`config.mk`:
```
export PLATFORM = sky130hd
export DESIGN_NAME = mem_access_arbiter_flat
export DESIGN_NICKNAME = d
export VERILOG_FILES = /design/src/rtl/mem_access_arbiter_if.sv /design/src/rtl/mem_access_arbiter.sv /design/src/flat_wrapper.sv
export SDC_FILE = /design/constraint.sdc
export NUM_CORES = 1
export LEC_CHECK = 0
export BUFFER_PORTS_ARGS = -buffer_cell sky130_fd_sc_hd__buf_2
export CORE_ASPECT_RATIO = 1.2
export CORE_MARGIN = 5
export CORE_UTILIZATION = 47
export DETAILED_ROUTE_END_ITERATION = 10
export GPL_ROUTABILITY_DRIVEN = 0
export GPL_TIMING_DRIVEN = 1
export PLACE_DENSITY = 0.8
export SLEW_MARGIN = 20
export SYNTH_ARGS = -nofsm -noshare
export SYNTH_HDL_FRONTEND = slang
export SYNTH_SLANG_ARGS = --single-unit
```
`constraint.sdc`:
```
create_clock -name clk -period 2 [get_ports clk]
set_clock_uncertainty 0.15 [all_clocks]
set_input_delay 0 -clock clk [delete_from_list [all_inputs] [get_ports clk]]
set_output_delay 0 -clock clk [all_outputs]
set_load 0.01 [all_outputs]
```
`src/rtl/mem_access_arbiter_if.sv`:
```
// -----------------------------------------------------------------------------
// mem_access_arbiter_if
//
// Purpose:
//   Bundles every handshake and data signal around the DataMemory arbiter:
//   the CPU memory-stage request channel, the bus-controller request channel
//   and the single-port DataMemory side.
//
// Signal summary:
//   cpu_req/cpu_we/cpu_addr/cpu_wdata      CPU request and attributes
//   cpu_gnt/cpu_rvalid/cpu_rdata/cpu_err   CPU responses (1-cycle pulses, rdata held)
//   cpu_stall                              CPU pipeline freeze
//   bus_req/bus_we/bus_addr/bus_wdata      bus-controller request and attributes
//   bus_gnt/bus_rvalid/bus_rdata/bus_err   bus-controller responses
//   mem_we/mem_addr/mem_wdata              DataMemory command
//   mem_rdata                              DataMemory read data
//
// Modports:
//   slave  - the arbiter itself (takes requests, drives responses and memory)
//   master - the environment around it (masters plus the memory model)
// -----------------------------------------------------------------------------
interface mem_access_arbiter_if #(
    parameter int ADDR_W = 32,
    parameter int DATA_W = 32
);

    logic              cpu_req;
    logic              cpu_we;
    logic [ADDR_W-1:0] cpu_addr;
    logic [DATA_W-1:0] cpu_wdata;
    logic              cpu_gnt;
    logic              cpu_rvalid;
    logic [DATA_W-1:0] cpu_rdata;
    logic              cpu_err;
    logic              cpu_stall;

    logic              bus_req;
    logic              bus_we;
    logic [ADDR_W-1:0] bus_addr;
    logic [DATA_W-1:0] bus_wdata;
    logic              bus_gnt;
    logic              bus_rvalid;
    logic [DATA_W-1:0] bus_rdata;
    logic              bus_err;

    logic              mem_we;
    logic [ADDR_W-1:0] mem_addr;
    logic [DATA_W-1:0] mem_wdata;
    logic [DATA_W-1:0] mem_rdata;

    modport slave (
        input  cpu_req, cpu_we, cpu_addr, cpu_wdata,
        output cpu_gnt, cpu_rvalid, cpu_rdata, cpu_err, cpu_stall,
        input  bus_req, bus_we, bus_addr, bus_wdata,
        output bus_gnt, bus_rvalid, bus_rdata, bus_err,
        output mem_we, mem_addr, mem_wdata,
        input  mem_rdata
    );

    modport master (
        output cpu_req, cpu_we, cpu_addr, cpu_wdata,
        input  cpu_gnt, cpu_rvalid, cpu_rdata, cpu_err, cpu_stall,
        output bus_req, bus_we, bus_addr, bus_wdata,
        input  bus_gnt, bus_rvalid, bus_rdata, bus_err,
        input  mem_we, mem_addr, mem_wdata,
        output mem_rdata
    );

endinterface

```
`src/rtl/mem_access_arbiter.sv`:
```
// -----------------------------------------------------------------------------
// mem_access_arbiter
//
// Purpose:
//   Shares the single-port DataMemory between the CPU memory stage and the bus
//   controller. Round-robin arbitration with exactly one transaction in flight;
//   reads are sequenced through the memory latency and returned as an rvalid
//   pulse with the data held in a per-master register. Misaligned requests are
//   rejected with an err pulse instead of a grant. cpu_stall freezes the CPU
//   pipeline while its request is pending or its read is outstanding.
//
// Parameters:
//   ADDR_W  address width (byte addresses)
//   DATA_W  data width
//   RD_LAT  cycles from the issue-ending edge to mem_rdata valid, legal 1..4
//
// Ports:
//   clk     clock, rising edge
//   rst_n   asynchronous reset, active-low
//   io_arb  slave side of mem_access_arbiter_if (CPU, bus and memory signals)
// -----------------------------------------------------------------------------
module mem_access_arbiter #(
    parameter int ADDR_W = 32,
    parameter int DATA_W = 32,
    parameter int RD_LAT = 1
) (
    input  logic                  clk,
    input  logic                  rst_n,
    mem_access_arbiter_if.slave   io_arb
);

    typedef enum logic [1:0] {
        IDLE  = 2'd0,
        ISSUE = 2'd1,
        WAIT  = 2'd2,
        RESP  = 2'd3
    } state_t;

    localparam logic       OWNER_CPU = 1'b0;
    localparam logic       OWNER_BUS = 1'b1;
    localparam logic [2:0] LAT_INIT  = 3'(RD_LAT);

    state_t            r_state;
    state_t            w_nextState;

    logic              r_owner;
    logic              r_rrBus;
    logic              r_we;
    logic [ADDR_W-1:0] r_addr;
    logic [DATA_W-1:0] r_wdata;
    logic [2:0]        r_cnt;
    logic [DATA_W-1:0] r_cpuRdata;
    logic [DATA_W-1:0] r_busRdata;

    logic              w_anyReq;
    logic              w_pickBus;
    logic              w_misaligned;
    logic              w_cpuReadBusy;

    logic              w_cpuGnt;
    logic              w_cpuRvalid;
    logic              w_cpuErr;
    logic              w_busGnt;
    logic              w_busRvalid;
    logic              w_busErr;
    logic              w_memWe;
    logic [ADDR_W-1:0] w_memAddr;
    logic [DATA_W-1:0] w_memWdata;

    // Arbitration: a lone requester always wins; when both ask, r_rrBus says
    // whether the bus is the one that was not served last.
    assign w_anyReq     = io_arb.cpu_req | io_arb.bus_req;
    assign w_pickBus    = io_arb.bus_req & (~io_arb.cpu_req | r_rrBus);
    assign w_misaligned = (r_addr[1:0] != 2'b00);

    // A CPU-owned aligned read keeps the pipeline frozen from its issue cycle
    // up to, but not including, the response cycle.
    assign w_cpuReadBusy = (r_owner == OWNER_CPU) & ~r_we &
                           (((r_state == ISSUE) & ~w_misaligned) | (r_state == WAIT));

    // State register of the transaction sequencer; reset discards anything
    // in flight so no late rvalid or write can escape.
    always_ff @(posedge clk or negedge rst_n) begin
        if (!rst_n) begin
            r_state <= IDLE;
        end else begin
            r_state <= w_nextState;
        end
    end

    // Next-state and response decode. Everything defaults to zero so the
    // memory command and all pulses are quiet unless a state asserts them.
    always_comb begin
        w_nextState = r_state;
        w_cpuGnt    = 1'b0;
        w_cpuRvalid = 1'b0;
        w_cpuErr    = 1'b0;
        w_busGnt    = 1'b0;
        w_busRvalid = 1'b0;
        w_busErr    = 1'b0;
        w_memWe     = 1'b0;
        w_memAddr   = '0;
        w_memWdata  = '0;

        case (r_state)
            IDLE: begin
                if (w_anyReq) begin
                    w_nextState = ISSUE;
                end
            end

            ISSUE: begin
                w_memAddr  = r_addr;
                w_memWdata = r_wdata;
                if (w_misaligned) begin
                    w_cpuErr    = (r_owner == OWNER_CPU);
                    w_busErr    = (r_owner == OWNER_BUS);
                    w_nextState = IDLE;
                end else begin
                    w_cpuGnt    = (r_owner == OWNER_CPU);
                    w_busGnt    = (r_owner == OWNER_BUS);
                    w_memWe     = r_we;
                    w_nextState = r_we ? IDLE : WAIT;
                end
            end

            WAIT: begin
                w_memAddr = r_addr;
                if (r_cnt == 3'd1) begin
                    w_nextState = RESP;
                end
            end

            RESP: begin
                w_cpuRvalid = (r_owner == OWNER_CPU);
                w_busRvalid = (r_owner == OWNER_BUS);
                w_nextState = IDLE;
            end

            default: begin
                w_nextState = IDLE;
            end
        endcase
    end

    // Transaction datapath: latch the winner's attributes in IDLE, move the
    // round-robin pointer away from whoever just issued (error or not), run
    // the latency counter and capture read data into the owner's register.
    always_ff @(posedge clk or negedge rst_n) begin
        if (!rst_n) begin
            r_owner    <= OWNER_CPU;
            r_rrBus    <= 1'b0;
            r_we       <= 1'b0;
            r_addr     <= '0;
            r_wdata    <= '0;
            r_cnt      <= '0;
            r_cpuRdata <= '0;
            r_busRdata <= '0;
        end else begin
            case (r_state)
                IDLE: begin
                    if (w_anyReq) begin
                        r_owner <= w_pickBus;
                        if (w_pickBus) begin
                            r_we    <= io_arb.bus_we;
                            r_addr  <= io_arb.bus_addr;
                            r_wdata <= io_arb.bus_wdata;
                        end else begin
                            r_we    <= io_arb.cpu_we;
                            r_addr  <= io_arb.cpu_addr;
                            r_wdata <= io_arb.cpu_wdata;
                        end
                    end
                end

                ISSUE: begin
                    r_rrBus <= ~r_owner;
                    if (!w_misaligned && !r_we) begin
                        r_cnt <= LAT_INIT;
                    end
                end

                WAIT: begin
                    r_cnt <= r_cnt - 3'd1;
                    if (r_cnt == 3'd1) begin
                        if (r_owner == OWNER_BUS) begin
                            r_busRdata <= io_arb.mem_rdata;
                        end else begin
                            r_cpuRdata <= io_arb.mem_rdata;
                        end
                    end
                end

                default: begin
                end
            endcase
        end
    end

    // Stall releases in the CPU's write-grant cycle, its error cycle and its
    // read-response cycle; otherwise a pending CPU request holds the pipe.
    assign io_arb.cpu_stall  = (io_arb.cpu_req & ~(w_cpuGnt & io_arb.cpu_we) & ~w_cpuErr)
                               | w_cpuReadBusy;

    assign io_arb.cpu_gnt    = w_cpuGnt;
    assign io_arb.cpu_rvalid = w_cpuRvalid;
    assign io_arb.cpu_err    = w_cpuErr;
    assign io_arb.cpu_rdata  = r_cpuRdata;
    assign io_arb.bus_gnt    = w_busGnt;
    assign io_arb.bus_rvalid = w_busRvalid;
    assign io_arb.bus_err    = w_busErr;
    assign io_arb.bus_rdata  = r_busRdata;
    assign io_arb.mem_we     = w_memWe;
    assign io_arb.mem_addr   = w_memAddr;
    assign io_arb.mem_wdata  = w_memWdata;

endmodule
```
`src/flat_wrapper.sv`:
```
// flat-port wrapper written by rule: the top's interface ports become plain ports
module mem_access_arbiter_flat 
#(
    parameter int ADDR_W = 32,
    parameter int DATA_W = 32,
    parameter int RD_LAT = 1
)
  (clk, rst_n, io_arb_cpu_req, io_arb_cpu_we, io_arb_cpu_addr, io_arb_cpu_wdata, io_arb_cpu_gnt, io_arb_cpu_rvalid, io_arb_cpu_rdata, io_arb_cpu_err, io_arb_cpu_stall, io_arb_bus_req, io_arb_bus_we, io_arb_bus_addr, io_arb_bus_wdata, io_arb_bus_gnt, io_arb_bus_rvalid, io_arb_bus_rdata, io_arb_bus_err, io_arb_mem_we, io_arb_mem_addr, io_arb_mem_wdata, io_arb_mem_rdata);
  mem_access_arbiter_if #(.ADDR_W(ADDR_W), .DATA_W(DATA_W)) io_arb_i ();
  input  logic clk;
  input  logic rst_n;
  input wire logic [$bits(io_arb_i.cpu_req)-1:0] io_arb_cpu_req;
  input wire logic [$bits(io_arb_i.cpu_we)-1:0] io_arb_cpu_we;
  input wire logic [$bits(io_arb_i.cpu_addr)-1:0] io_arb_cpu_addr;
  input wire logic [$bits(io_arb_i.cpu_wdata)-1:0] io_arb_cpu_wdata;
  output wire logic [$bits(io_arb_i.cpu_gnt)-1:0] io_arb_cpu_gnt;
  output wire logic [$bits(io_arb_i.cpu_rvalid)-1:0] io_arb_cpu_rvalid;
  output wire logic [$bits(io_arb_i.cpu_rdata)-1:0] io_arb_cpu_rdata;
  output wire logic [$bits(io_arb_i.cpu_err)-1:0] io_arb_cpu_err;
  output wire logic [$bits(io_arb_i.cpu_stall)-1:0] io_arb_cpu_stall;
  input wire logic [$bits(io_arb_i.bus_req)-1:0] io_arb_bus_req;
  input wire logic [$bits(io_arb_i.bus_we)-1:0] io_arb_bus_we;
  input wire logic [$bits(io_arb_i.bus_addr)-1:0] io_arb_bus_addr;
  input wire logic [$bits(io_arb_i.bus_wdata)-1:0] io_arb_bus_wdata;
  output wire logic [$bits(io_arb_i.bus_gnt)-1:0] io_arb_bus_gnt;
  output wire logic [$bits(io_arb_i.bus_rvalid)-1:0] io_arb_bus_rvalid;
  output wire logic [$bits(io_arb_i.bus_rdata)-1:0] io_arb_bus_rdata;
  output wire logic [$bits(io_arb_i.bus_err)-1:0] io_arb_bus_err;
  output wire logic [$bits(io_arb_i.mem_we)-1:0] io_arb_mem_we;
  output wire logic [$bits(io_arb_i.mem_addr)-1:0] io_arb_mem_addr;
  output wire logic [$bits(io_arb_i.mem_wdata)-1:0] io_arb_mem_wdata;
  input wire logic [$bits(io_arb_i.mem_rdata)-1:0] io_arb_mem_rdata;
  assign io_arb_i.cpu_req = io_arb_cpu_req;
  assign io_arb_i.cpu_we = io_arb_cpu_we;
  assign io_arb_i.cpu_addr = io_arb_cpu_addr;
  assign io_arb_i.cpu_wdata = io_arb_cpu_wdata;
  assign io_arb_cpu_gnt = io_arb_i.cpu_gnt;
  assign io_arb_cpu_rvalid = io_arb_i.cpu_rvalid;
  assign io_arb_cpu_rdata = io_arb_i.cpu_rdata;
  assign io_arb_cpu_err = io_arb_i.cpu_err;
  assign io_arb_cpu_stall = io_arb_i.cpu_stall;
  assign io_arb_i.bus_req = io_arb_bus_req;
  assign io_arb_i.bus_we = io_arb_bus_we;
  assign io_arb_i.bus_addr = io_arb_bus_addr;
  assign io_arb_i.bus_wdata = io_arb_bus_wdata;
  assign io_arb_bus_gnt = io_arb_i.bus_gnt;
  assign io_arb_bus_rvalid = io_arb_i.bus_rvalid;
  assign io_arb_bus_rdata = io_arb_i.bus_rdata;
  assign io_arb_bus_err = io_arb_i.bus_err;
  assign io_arb_mem_we = io_arb_i.mem_we;
  assign io_arb_mem_addr = io_arb_i.mem_addr;
  assign io_arb_mem_wdata = io_arb_i.mem_wdata;
  assign io_arb_i.mem_rdata = io_arb_mem_rdata;
  mem_access_arbiter #(.ADDR_W(ADDR_W), .DATA_W(DATA_W), .RD_LAT(RD_LAT)) u_core (.clk(clk), .rst_n(rst_n), .io_arb(io_arb_i));
endmodule
```
# Word-level counts from Yosys, hierarchy flattened
# Cells that the tools add are included.
# op_classes
bitwise	17
eq_ne	7
reduce_logical	12
n_mux	24
addsub	1
# ops
operator	count
$mux W32	4
$mux W1	13
$mux W2	4
$pmux W2 S4	1
$and A1 B1 Y1	7
$not A1 Y1	6
$pmux W3 S2	1
$reduce_and A2 Y1	3
$reduce_and A3 Y1	2
$eq A2 B2 Y1 const B	2
$ne A2 B2 Y1 const B	2
$or A1 B1 Y1	4
$reduce_bool A2 Y1	2
$eq A3 B1 Y1 const B	1
$mux W3	1
$sub A3 B1 Y3 const B	1
$eq A2 B1 Y1 const B	1
$logic_not A1 Y1	2
$logic_not A2 Y1	1
$ne A2 B1 Y1 const B	1
$reduce_or A2 Y1	1
$logic_and A1 B1 Y1	1
# word_totals
reg_bits	136
inputBits	166
word_cells	70
output_inout_bits	136

# Logic depth before layout (Yosys ltp)
# Gate-level depths: netlist (run 1).
# logic_depth
word_depth	8
depth_mapped	8
depth_no_buf	5

# Worst setup path before layout (run 1)
# Ideal clock, no wire load.
# synth_timing
path_type	register to register
start	register u_core.r_state[0]
end	register u_core.r_cpuRdata[10], in the netlist u_core.io_arb.cpu_rdata[10]
required_time_ns	1.725
setup_time_ns	0.125
arrival_time_ns	1.498
period_less_slack_ns	1.773
slack_ns	0.227
path_buffers	1
stages_incl_launch_ff	6
cell_sequence	dfrtp_1 -> inv_1 -> ha_1 -> nor3b_4 -> buf_6 -> mux2_2
# synth_between
elab_chain_len	2
# synth_rtl
element	line_no	source
start: declaration	mem_access_arbiter.sv:43	state_t r_state;
start signal: assignment	mem_access_arbiter.sv:87	r_state <= w_nextState;
$eq A2 B2 Y1	mem_access_arbiter.sv:160	case (r_state)
$reduce_and A3 Y1 (no line)	--	
end signal: assignment	mem_access_arbiter.sv:189	r_cpuRdata <= io_arb.mem_rdata;
end: declaration	mem_access_arbiter.sv:52	logic [DATA_W-1:0] r_cpuRdata;
# No other way between the ends.
# A chain may end at the register's enable or synchronous reset.

# Final worst setup path (run 1)
# layout_timing
start	register u_core.r_state[0]
end	register u_core.r_cpuRdata[30], in the netlist u_core.io_arb.cpu_rdata[30]
# The elaborated chain is that of the path after synthesis.

==> results.tsv, run 1 <==
stage	metric	value	unit
global_routing	overall track demand over capacity in global routing	29.9	%
clock_tree	Reg clk slew, reported paths	0.06	ns
floorplan	Boundary Pins	302	
outcome	outcome	finished clean	
timing	peak clock frequency supported by timing	0.518	GHz
placed_design	half-perimeter wire length of the detailed placement result	13800	microns
run	number of violations of the max-capacitance limit	0	
clock_tree	number of buffers created by CTS	17	
timing	Final Setup Violations	0	
placed_design	Placed Cells incl. Taps	1067	
floorplan	placeable core area	13700	sq um
global_routing	number of antenna violations at the first check in global routing	3	
power_and_ir_drop	Switching Share	39.0	%
clock_tree	number of clock sinks	136	
clock_tree	root buffer cell	clkbuf_16	
finish	Final Non-Filler Cells	1270	
power_and_ir_drop	leakage power	5.04	nW
floorplan	initial standard-cell utilization of the core	47.6	%
detailed_routing	number of vias per cell after detailed routing	5.56	
critical_path	worst path arrival time	2.06	ns
floorplan	number of rows created at floorplan	47	
timing	slew of the pin with the lowest slew margin	0.641	ns
global_routing	vias in the first global route	7516	
floorplan	floorplan die height	139	microns
synthesis	cells after synthesis	642	
clock_tree	deepest level of the CTS H-tree	4	
detailed_routing	Wirelength per Cell	20.0	microns
critical_path	element type at the critical path start	flop	
timing	number of pins exceeding their max-slew limit in the final report	0	
floorplan	die outline area	16300	sq um
timing	post-layout worst setup margin	0.0700	ns
power_and_ir_drop	share of power burned in combinational logic	46.5	%
min_path	type of the most critical hold path	primary input to flop	
power_and_ir_drop	design internal power	9.19	mW
clock_tree	number of setup buffers added after CTS	0	
floorplan	die width	118	microns
clock_tree	largest buffer count on any clock path	2	
global_routing	grt total ovfl	0	
critical_path	Worst Setup End Kind	flop	
clock_tree	clock tree from TritonCTS	yes	
timing	number of hold-slack violations in the final timing report	0	
critical_path	largest fanout on the critical path	32	
timing	worst hold slack across all endpoints	0.138	ns
synthesis	Yosys cell types	40	
placed_design	number of buffer cells added on primary ports	301	
finish	P&R area growth vs syn	61.6	%
power_and_ir_drop	VDD IR max	0.000915	V
detailed_routing	routed wire length	25400	microns
global_routing	first-pass GRT wire length	39700	microns
finish	Final Instance Area	10500	sq um
detailed_routing	initial drt markers	545	
placed_design	post-placement setup slack	0.0990	ns
power_and_ir_drop	cell area power density	1430	nW/um^2
critical_path	Data required, critical path	2.13	ns
finish	fraction of layout instances using a drive strength above 1	38.3	%
power_and_ir_drop	Sequential Power Share	32.7	%
detailed_routing	total DRC errors in the routed layout	0	
synthesis	synthesis-stage register bit count	136	
global_routing	maximum number of pins on one net before global-route repair	71	
power_and_ir_drop	part of the total power dissipated in the clock network	20.8	%
finish	final net count	1256	
detailed_routing	post-route ant nets	0	
critical_path	type of the worst setup path	flop to flop	
clock_tree	source-to-sink clock delay at the later pin of the worst-skew pair	0.39	ns
power_and_ir_drop	switching component of the power	5.87	mW
placed_design	Placement Cell Area	8200	sq um
synthesis	Synth Area per Inst	10.2	sq um
finish	number of fillers in the final layout	868	
detailed_routing	first drt pass iteration count	7	
detailed_routing	detailed-route via count	7063	
timing	final critical-path share of the clock period	96.5	%
timing	final worst path period need	1.93	ns
synthesis	Yosys warning total	0	
timing	worst slew margin relative to its limit	57.2	%
synthesis	mapped cell area	6520	sq um
synthesis	register area share after synthesis	52.2	%
synthesis	synthesized net count	814	
-- synth_stat cells --
cell	instances	share of area [%]
buf_2	18	1.4
xnor2_1	1	0.13
o21a_1	2	0.23
mux2i_1	1	0.15
a211o_1	1	0.13
and2b_1	1	0.12
inv_1	6	0.35
nor3_1	3	0.23
clkbuf_1	35	2.0
dfrtp_1	136	52
o31a_1	1	0.13
nor3b_1	1	0.12
nand2b_1	3	0.29
o22a_1	1	0.13
mux2_2	64	11
buf_6	3	0.52
buf_1	3	0.17
nand2_1	3	0.17
buf_4	2	0.23
and3_1	1	0.096
nand2b_4	1	0.21
a31oi_1	65	6.2
and2_1	65	6.2
o21ai_1	9	0.69
a221oi_1	1	0.13
nand3_1	67	5.1
nor3_2	1	0.15
ha_1	6	1.2
nor4bb_1	1	0.15
nand4b_1	1	0.13
o21ai_0	60	4.6
o31ai_1	1	0.12
nand4b_2	1	0.23
nor3b_4	1	0.29
a21oi_1	1	0.077
nor2b_1	1	0.096
a22oi_1	1	0.12
nor2_1	71	4.1
and3b_1	1	0.13
a211oi_1	1	0.12
-- metal layers --
| layer | global-route usage [%] | vias up | routed length [microns] | share of wire, % |
|---|---|---|---|---|
| met4 | 17.9 | 0 | 1500 | 5.9 |
| met2 | 51.4 | 473 | 12800 | 51 |
| met5 | 0 | - | 0 | 0 |
| met3 | 7.92 | 127 | 2200 | 8.7 |
| li1 | - | 3143 | - | - |
| met1 | 32.9 | 3320 | 8830 | 35 |
-- worst paths after layout --
kind                                              from                           to  slack (ns)  depth (start not counted)
max                                  u_core.r_state[0]  u_core.io_arb.cpu_rdata[30]        0.07                          5
min                                     io_arb_cpu_req            u_core.r_state[0]        0.14                          4
max reg2reg                          u_core.r_state[0]  u_core.io_arb.cpu_rdata[30]        0.07                          5
min reg2reg                u_core.io_arb.bus_rdata[28]  u_core.io_arb.bus_rdata[28]        0.35                          1
max in group asynchronous                        rst_n             u_core.r_addr[5]        0.57                          4
min in group asynchronous                        rst_n  u_core.io_arb.bus_rdata[19]        0.49                          3
-- layout by cell type, fill, tap and decap left out, types with 4 or more instances in the layout --
| master | netlist | layout |
|---|---|---|
| buf_2 | 18 | 300 |
| dlygate4sd3_1 | 0 | 168 |
| dfrtp_1 | 136 | 135 |
| nor2_1 | 71 | 71 |
| nand3_1 | 67 | 67 |
| and2_1 | 65 | 65 |
| a31oi_1 | 65 | 65 |
| mux2_2 | 64 | 64 |
| o21ai_0 | 60 | 60 |
| clkbuf_16 | 0 | 18 |
| buf_12 | 0 | 11 |
| o21ai_1 | 9 | 9 |
| inv_1 | 6 | 6 |
| inv_6 | 0 | 5 |
| ha_1 | 6 | 4 |
-- layout make-up --
type	instances	area, sq um	share of cell area (%)
repair buffers	484	3460	32.9
flip-flops and latches	136	3400	32.3
multi-input cells	439	2840	26.9
clock buffers	19	443	4.21
well taps	171	214	2.03
clock inverters	12	140	1.33
inverters	6	22.5	0.214
diodes	3	7.51	0.0713
-- repair_timing --
action	in CTS	in global routing
hold buffers	168	0
endpoints found under the setup margin	36	42
pin swaps	0	0
gates resized for setup	1	6
cloned	0	1
endpoints found under the hold margin	266	0
-- sequential cells by signal (all words and copies together), names as in the netlist, named ones only --
register and cells:
u_core.io_arb.bus_rdata 32, u_core.io_arb.cpu_rdata 32, u_core.r_addr 32, u_core.r_wdata 32, u_core.r_cnt 3, u_core.r_owner 1, u_core.r_rrBus 1, u_core.r_state 1
u_core.r_we 1
-- power by group through the flow --
stage	Clock, mW	Sequential, mW	Combinational (mW)
3_5_place_dp	0	4.87	6.42
6_report	3.13	4.93	7.01
5_1_grt	3.28	5.06	7.57
3_3_place_gp	0	4.80	6.27
4_1_cts	3.17	4.83	6.70
2_1_floorplan	0	4.94	3.66
-- critical path: stages (launching register included) --
cell     delay (ns)
dfrtp_2        0.45
inv_1          0.13
ha_2           0.23
nor3b_4        0.23
buf_12         0.24
mux2_2         0.37
-- per-stage QoR --
| stage | util, % | power [mW] | TNS (ns) |
|---|---|---|---|
| after floorplan | - | 8.60 | 0 |
| after global placement | 59.9 | 11.1 | 0 |
| after detailed placement | 59.9 | 11.3 | 0 |
| after CTS | 76.4 | 14.7 | 0 |
| after global routing | 76.9 | 15.9 | -0.203 |
| final | 76.9 | 15.1 | 0 |
-- logic make-up after synthesis --
family | Yosys count | synth area share [%]
AOI/OAI and AO/OA | 144 | 12.7
xor gates and xnor gates | 1 | 0.134
adders and majority gates | 6 | 1.15
buffers and inverters | 67 | 4.66
DFF | 136 | 52.2
muxes | 65 | 11.2
and+or+nand+nor | 223 | 17.9
No activity file was read; power rests on OpenSTA's default activity.
==> inputs of run 2 (changes only) <==
--- a/config.mk
+++ b/config.mk
@@ -13,6 +13,7 @@
 export GPL_ROUTABILITY_DRIVEN = 0
 export GPL_TIMING_DRIVEN = 1
 export PLACE_DENSITY = 0.8
+export RECOVER_POWER = 100
 export SLEW_MARGIN = 20
 export SYNTH_ARGS = -nofsm -noshare
 export SYNTH_HDL_FRONTEND = slang
==> results.tsv, run 2 (synthesis gave the netlist of run 1 again) <==
stage	metric	value	unit	change
global_routing	number of antenna violations at the first check in global routing	3		unchanged
detailed_routing	number of vias per cell after detailed routing	5.63		was 5.56
critical_path	critical path's slowest cell	dlygate4sd3_1		was dfrtp_2
power_and_ir_drop	leakage power	4.82	nW	was 5.04 nW
power_and_ir_drop	share of power burned in combinational logic	45.9	%	was 46.5%
finish	fraction of layout instances using a drive strength above 1	32.5	%	was 38.3%
min_path	worst hold start	io_arb_cpu_req		unchanged
timing	aggregate negative setup slack	0	ns	unchanged
critical_path	critical register-to-register path startpoint	u_core.r_rrBus		was u_core.r_state[0]
detailed_routing	first drt pass iteration count	7		unchanged
clock_tree	root buffer cell	clkbuf_16		unchanged
clock_tree	number of clock sinks	136		unchanged
critical_path	Worst Setup End Kind	flop		unchanged
outcome	outcome	finished clean		unchanged
critical_path	element type at the critical path start	flop		unchanged
critical_path	Data required, critical path	2.16	ns	was 2.13 ns
floorplan	die width	118	microns	unchanged
floorplan	Boundary Pins	302		unchanged
finish	Final Instance Area	10400	sq um	was 10500 sq um
detailed_routing	initial drt markers	535		was 545
critical_path	largest fanout on the critical path	33		was 32
finish	Register Area	3400	sq um	unchanged
floorplan	die outline area	16300	sq um	unchanged
detailed_routing	detailed-route via count	7144		was 7063
placed_design	post-placement setup slack	0.0990	ns	unchanged
clock_tree	deepest level of the CTS H-tree	4		unchanged
run	number of violations of the max-capacitance limit	0		unchanged
finish	most frequent cells in the layout	236 x buf_2, 168 x dlygate4sd3_1, 135 x dfrtp_1, 71 x nor2_1, 67 x nand3_1		was 300 x buf_2, 168 x dlygate4sd3_1, 135 x dfrtp_1, 71 x nor2_1, 67 x nand3_1
critical_path	critical path buffer and inverter count	2		unchanged
power_and_ir_drop	design internal power	9.02	mW	was 9.19 mW
critical_path	R2R Path End	u_core.r_wdata[20]		was u_core.io_arb.cpu_rdata[30]
finish	Final Non-Filler Cells	1270		unchanged
timing	worst slew margin relative to its limit	51.9	%	was 57.2%
critical_path	worst path arrival time	2.10	ns	was 2.06 ns
floorplan	number of rows created at floorplan	47		unchanged
clock_tree	source-to-sink clock delay at the later pin of the worst-skew pair	0.39	ns	about the same
critical_path	FF-to-FF setup slack	0.06	ns	was 0.07 ns
timing	final critical-path share of the clock period	96.9	%	was 96.5%
finish	utilization of the core after routing	76.2	%	was 76.9%
clock_tree	Reg clk slew, reported paths	0.06	ns	about the same
finish	final net count	1256		unchanged
global_routing	maximum number of pins on one net before global-route repair	71		unchanged
power_and_ir_drop	Sequential Power Share	33.1	%	was 32.7%
timing	peak clock frequency supported by timing	0.516	GHz	was 0.518 GHz
global_routing	grt total ovfl	0		unchanged
min_path	Hold Path Sink	u_core.r_state[0]		unchanged
global_routing	overall track demand over capacity in global routing	29.9	%	unchanged
finish	multi-input logic area	2840	sq um	unchanged
power_and_ir_drop	Final Power	14.9	mW	was 15.1 mW
placed_design	number of buffer cells added on primary ports	301		unchanged
floorplan	placeable core area	13700	sq um	unchanged
finish	P&R area growth vs syn	60.3	%	was 61.6%
timing	slew of the pin with the lowest slew margin	0.722	ns	was 0.641 ns
power_and_ir_drop	switching component of the power	5.89	mW	was 5.87 mW
timing	number of pins exceeding their max-slew limit in the final report	0		unchanged
critical_path	Worst path top cell family by delay	buffers and inverters		was flip-flops
floorplan	floorplan die height	139	microns	unchanged
finish	number of fillers in the final layout	926		was 868
global_routing	first-pass GRT wire length	39700	microns	unchanged
min_path	type of the most critical hold path	primary input to flop		unchanged
detailed_routing	total DRC errors in the routed layout	0		unchanged
clock_tree	largest buffer count on any clock path	2		unchanged
finish	most common cell after layout, fill and taps aside	buf_2		unchanged
detailed_routing	post-route ant nets	0		unchanged
global_routing	vias in the first global route	7516		unchanged
timing	worst hold slack across all endpoints	0.138	ns	about the same
critical_path	worst reg-to-reg path cell count	5		unchanged
power_and_ir_drop	part of the total power dissipated in the clock network	20.9	%	was 20.8%
critical_path	cell-by-cell trace of the critical path	nand2b_2, buf_12, nand3_1, dlygate4sd3_1, a31oi_1		was inv_1, ha_2, nor3b_4, buf_12, mux2_2
clock_tree	number of buffers created by CTS	17		unchanged
clock_tree	number of setup buffers added after CTS	0		unchanged
floorplan	initial standard-cell utilization of the core	47.6	%	unchanged
power_and_ir_drop	VDD IR max	0.000878	V	was 0.000915 V
detailed_routing	Wirelength per Cell	20.0	microns	about the same
placed_design	Placed Cells incl. Taps	1067		unchanged
placed_design	Placement Cell Area	8200	sq um	unchanged
critical_path	slowest stage delay, CP	0.58	ns	was 0.45 ns
timing	final worst path period need	1.94	ns	was 1.93 ns
critical_path	type of the worst setup path	flop to flop		unchanged
timing	Final Setup Violations	0		unchanged
power_and_ir_drop	cell area power density	1430	nW/um^2	about the same
min_path	WHS Path Cells	4		unchanged
timing	number of hold-slack violations in the final timing report	0		unchanged
placed_design	half-perimeter wire length of the detailed placement result	13800	microns	unchanged
clock_tree	clock tree from TritonCTS	yes		unchanged
power_and_ir_drop	Switching Share	39.5	%	was 39.0%
timing	post-layout worst setup margin	0.0629	ns	was 0.0700 ns
detailed_routing	routed wire length	25400	microns	about the same
run 2: what timing repair did:
item	in CTS	in global routing
setup endpoints to repair	36	42
cloned	0	1
resized for setup	1	6
hold endpoints to repair	266	0
hold buffers	168	0
pin swaps	0	0
run 2: worst max path at each step:
stage	cells past startpoint	start	end	slack, ns
finish	5	u_core.r_rrBus	u_core.r_wdata[20]	0.06
global route	5	flop	io_arb_mem_addr[20]	-0.03
CTS	5	u_core.r_state[0]	io_arb_mem_addr[1]	0.04
detailed placement	5	u_core.r_state[0]	u_core.io_arb.cpu_rdata[30]	0.1
global placement	5	u_core.r_state[0]	u_core.io_arb.cpu_rdata[19]	0.19
floorplan	5	u_core.r_state[0]	u_core.io_arb.cpu_rdata[10]	0.23
run 2: final cells by class:
cell class,count,area share (%)
Antenna cell,3,0.0719
Sequential cell,136,32.6
Tap cell,171,2.05
Multi-Input combinational cell,439,27.2
Timing Repair Buffer,484,32.3
Clock buffer,19,4.24
Clock inverter,12,1.34
Inverter,6,0.216
run 2: worst reg2reg max path, stage by stage, from the launching register on:
cell,delay [ns]
dfrtp_1,0.36
nand2b_2,0.20
buf_12,0.22
nand3_1,0.17
dlygate4sd3_1,0.58
a31oi_1,0.18
run 2: power groups by stage:
stage                     Sequential (mW)  Combinational (mW)  Clock, mW
after floorplan                      4.94                3.66          0
after global placement               4.80                6.27          0
after detailed placement             4.87                6.42          0
after CTS                            4.83                6.70       3.17
after global routing                 5.08                7.42       3.28
final                                4.94                6.85       3.12
run 2: metal layers:
metal	routed length [microns]	share of wire, %	track usage [%]
met5	0	0	0
met4	1560	6.1	17.9
met3	2120	8.3	7.92
met2	12800	50	51.4
met1	8910	35	32.9
==> inputs of run 3 (changes only) <==
--- a/config.mk
+++ b/config.mk
@@ -18,3 +18,4 @@
 export SYNTH_ARGS = -nofsm -noshare
 export SYNTH_HDL_FRONTEND = slang
 export SYNTH_SLANG_ARGS = --single-unit
+export TNS_END_PERCENT = 50
==> constraint.sdc (replaced) <==
create_clock -name clk -period 2 [get_ports clk]
set_clock_uncertainty 0.15 [all_clocks]
set_input_delay 0.3 -clock clk [delete_from_list [all_inputs] [get_ports clk]]
set_output_delay 0.3 -clock clk [all_outputs]
set_load 0.01 [all_outputs]
==> results.tsv, run 3 (synthesis gave the netlist of run 1 again) <==
stage	metric	value	unit	change
critical_path	largest fanout on the critical path	8		was 33
clock_tree	source-to-sink clock delay at the later pin of the worst-skew pair	0.41	ns	was 0.39 ns
detailed_routing	post-route ant nets	0		unchanged
timing	worst slew margin relative to its limit	22.7	%	was 51.9%
outcome	outcome	complete, but fails checks		was finished clean
detailed_routing	Wirelength per Cell	19.0	microns	was 20.0 microns
finish	Final Non-Filler Cells	1155		was 1270
detailed_routing	number of vias per cell after detailed routing	5.48		was 5.63
critical_path	worst path arrival time	1.81	ns	was 2.10 ns
floorplan	initial standard-cell utilization of the core	47.6	%	unchanged
min_path	type of the most critical hold path	primary input to flop		unchanged
finish	most common cell after layout, fill and taps aside	buf_2		unchanged
timing	final worst path period need	2.26	ns	was 1.94 ns
detailed_routing	detailed-route via count	6327		was 7144
timing	final critical-path share of the clock period	113	%	was 96.9%
detailed_routing	total DRC errors in the routed layout	0		unchanged
critical_path	cell-by-cell trace of the critical path	nor2_4, a21oi_2, o31ai_1, buf_2		was nand2b_2, buf_12, nand3_1, dlygate4sd3_1, a31oi_1
run	number of violations of the max-capacitance limit	0		unchanged
global_routing	number of antenna violations at the first check in global routing	2		was 3
finish	most frequent cells in the layout	280 x buf_2, 135 x dfrtp_1, 69 x nor2_1, 67 x nand3_1, 65 x a31oi_1		was 236 x buf_2, 168 x dlygate4sd3_1, 135 x dfrtp_1, 71 x nor2_1, 67 x nand3_1
power_and_ir_drop	cell area power density	1640	nW/um^2	was 1430 nW/um^2
finish	Final Instance Area	9600	sq um	was 10400 sq um
power_and_ir_drop	leakage power	4.64	nW	was 4.82 nW
clock_tree	number of buffers created by CTS	17		unchanged
timing	peak clock frequency supported by timing	0.442	GHz	was 0.516 GHz
detailed_routing	initial drt markers	438		was 535
finish	fraction of layout instances using a drive strength above 1	47.1	%	was 32.5%
finish	utilization of the core after routing	70.1	%	was 76.2%
floorplan	floorplan die height	139	microns	unchanged
floorplan	Boundary Pins	302		unchanged
clock_tree	number of clock sinks	136		unchanged
global_routing	vias in the first global route	6390		was 7516
placed_design	post-placement setup slack	0.136	ns	was 0.0990 ns
power_and_ir_drop	VDD IR max	0.000987	V	was 0.000878 V
clock_tree	deepest level of the CTS H-tree	4		unchanged
global_routing	overall track demand over capacity in global routing	25.0	%	was 29.9%
floorplan	number of rows created at floorplan	47		unchanged
placed_design	Placed Cells incl. Taps	1074		was 1067
timing	Final Setup Violations	69		was 0
timing	setup repair after global routing missed its margin	true		
critical_path	Data required, critical path	1.55	ns	was 2.16 ns
power_and_ir_drop	Final Power	15.7	mW	was 14.9 mW
critical_path	type of the worst setup path	flop to output pin		was flop to flop
critical_path	Worst Setup End Kind	output pin		was flop
floorplan	die width	118	microns	unchanged
timing	slew of the pin with the lowest slew margin	1.16	ns	was 0.722 ns
outcome	failing checks	setup timing		
clock_tree	root buffer cell	clkbuf_16		unchanged
critical_path	element type at the critical path start	flop		unchanged
timing	number of hold-slack violations in the final timing report	0		unchanged
placed_design	half-perimeter wire length of the detailed placement result	13700	microns	was 13800 microns
critical_path	FF-to-FF setup slack	0.12	ns	was 0.06 ns
placed_design	Placement Cell Area	8260	sq um	was 8200 sq um
clock_tree	largest buffer count on any clock path	2		unchanged
finish	final net count	1144		was 1256
detailed_routing	first drt pass iteration count	7		unchanged
timing	post-layout worst setup margin	-0.260	ns	was 0.0629 ns
finish	P&R area growth vs syn	47.3	%	was 60.3%
placed_design	number of buffer cells added on primary ports	301		unchanged
clock_tree	Reg clk slew, reported paths	0.06	ns	about the same
critical_path	critical path's slowest cell	dfrtp_1		was dlygate4sd3_1
detailed_routing	routed wire length	21900	microns	was 25400 microns
global_routing	first-pass GRT wire length	33600	microns	was 39700 microns
clock_tree	clock tree from TritonCTS	yes		unchanged
timing	number of pins exceeding their max-slew limit in the final report	0		unchanged
floorplan	placeable core area	13700	sq um	unchanged
critical_path	slowest stage delay, CP	0.51	ns	was 0.58 ns
global_routing	grt total ovfl	0		unchanged
global_routing	maximum number of pins on one net before global-route repair	80		was 71
finish	number of diodes	0		was 3
floorplan	die outline area	16300	sq um	unchanged
## run 3: cell count changes in the layout (fill, tap and decap cells not counted), moves of 4 or more
cell,before,now
clkbuf_1,65,0
and2_4,0,20
buf_6,0,25
buf_4,3,11
dlygate4sd3_1,168,43
buf_2,236,280
clkinvlp_4,0,4
and2_1,65,45
## run 3: path summary, 6_finish.rpt
kind | depth (start not counted) | startpoint | endpoint
max | 4 | u_core.r_addr[1] | io_arb_cpu_stall
min | 3 | io_arb_cpu_addr[30] | u_core.r_addr[30]
max reg2reg | 6 | u_core.r_cnt[1] | u_core.io_arb.cpu_rdata[31]
min reg2reg | 1 | u_core.io_arb.bus_rdata[19] | u_core.io_arb.bus_rdata[19]
max in group asynchronous | 3 | rst_n | u_core.r_addr[31]
min in group asynchronous | 2 | rst_n | u_core.io_arb.bus_rdata[15]
## run 3: cell type report
type                       instances  area, sq um
fill                            1011         4100
sequential                       136         3400
multi-input combinational        439         2940
timing repair buffer             372         2420
clock buffer                      17          425
tap                              171          214
clock inverter                    14          165
inverter                           6         25.0
## run 3: power by group
| group | switching (mW) | internal [mW] |
|---|---|---|
| logic | 3.82 | 3.78 |
| registers | 0.845 | 4.09 |
| clock network | 1.31 | 1.87 |
## run 3: timing repair
| item | 4_1_cts | 5_1_grt |
|---|---|---|
| pin swaps | 9 | 5 |
| hold buffers | 42 | 1 |
| endpoints found under the hold margin | 110 | 1 |
| endpoints found under the setup margin | 70 | 70 |
| buffers inserted | 4 | 1 |
| gates resized for setup | 23 | 46 |
| cloned | 0 | 2 |
## run 3: critical path, delay by kind of cell (launching register included)
kind / cells / cell delay [ns]
flops: 1 / 0.51
simple gates: 1 / 0.24
compound gates: 2 / 0.43
buf+inv: 1 / 0.22
## run 3: per-stage QoR
| stage | hold WS (ns) | TNS [ns] |
|---|---|---|
| final | 0.00566 | -7.53 |
| after global placement | 0.117 | 0 |
| after global routing | 0.00426 | -12.37 |
| after CTS | 0.000372 | -3.81 |
| after detailed placement | 0.120 | 0 |
| after floorplan | -0.146 | 0 |
## run 3: metal layers
metal,global-route usage (%),wire length [microns],up-vias
met3,6.49,1520,52
met1,29.1,8350,3050
li1,-,-,2918
met2,44.0,11400,303
met5,0,27,-
met4,9.42,612,4
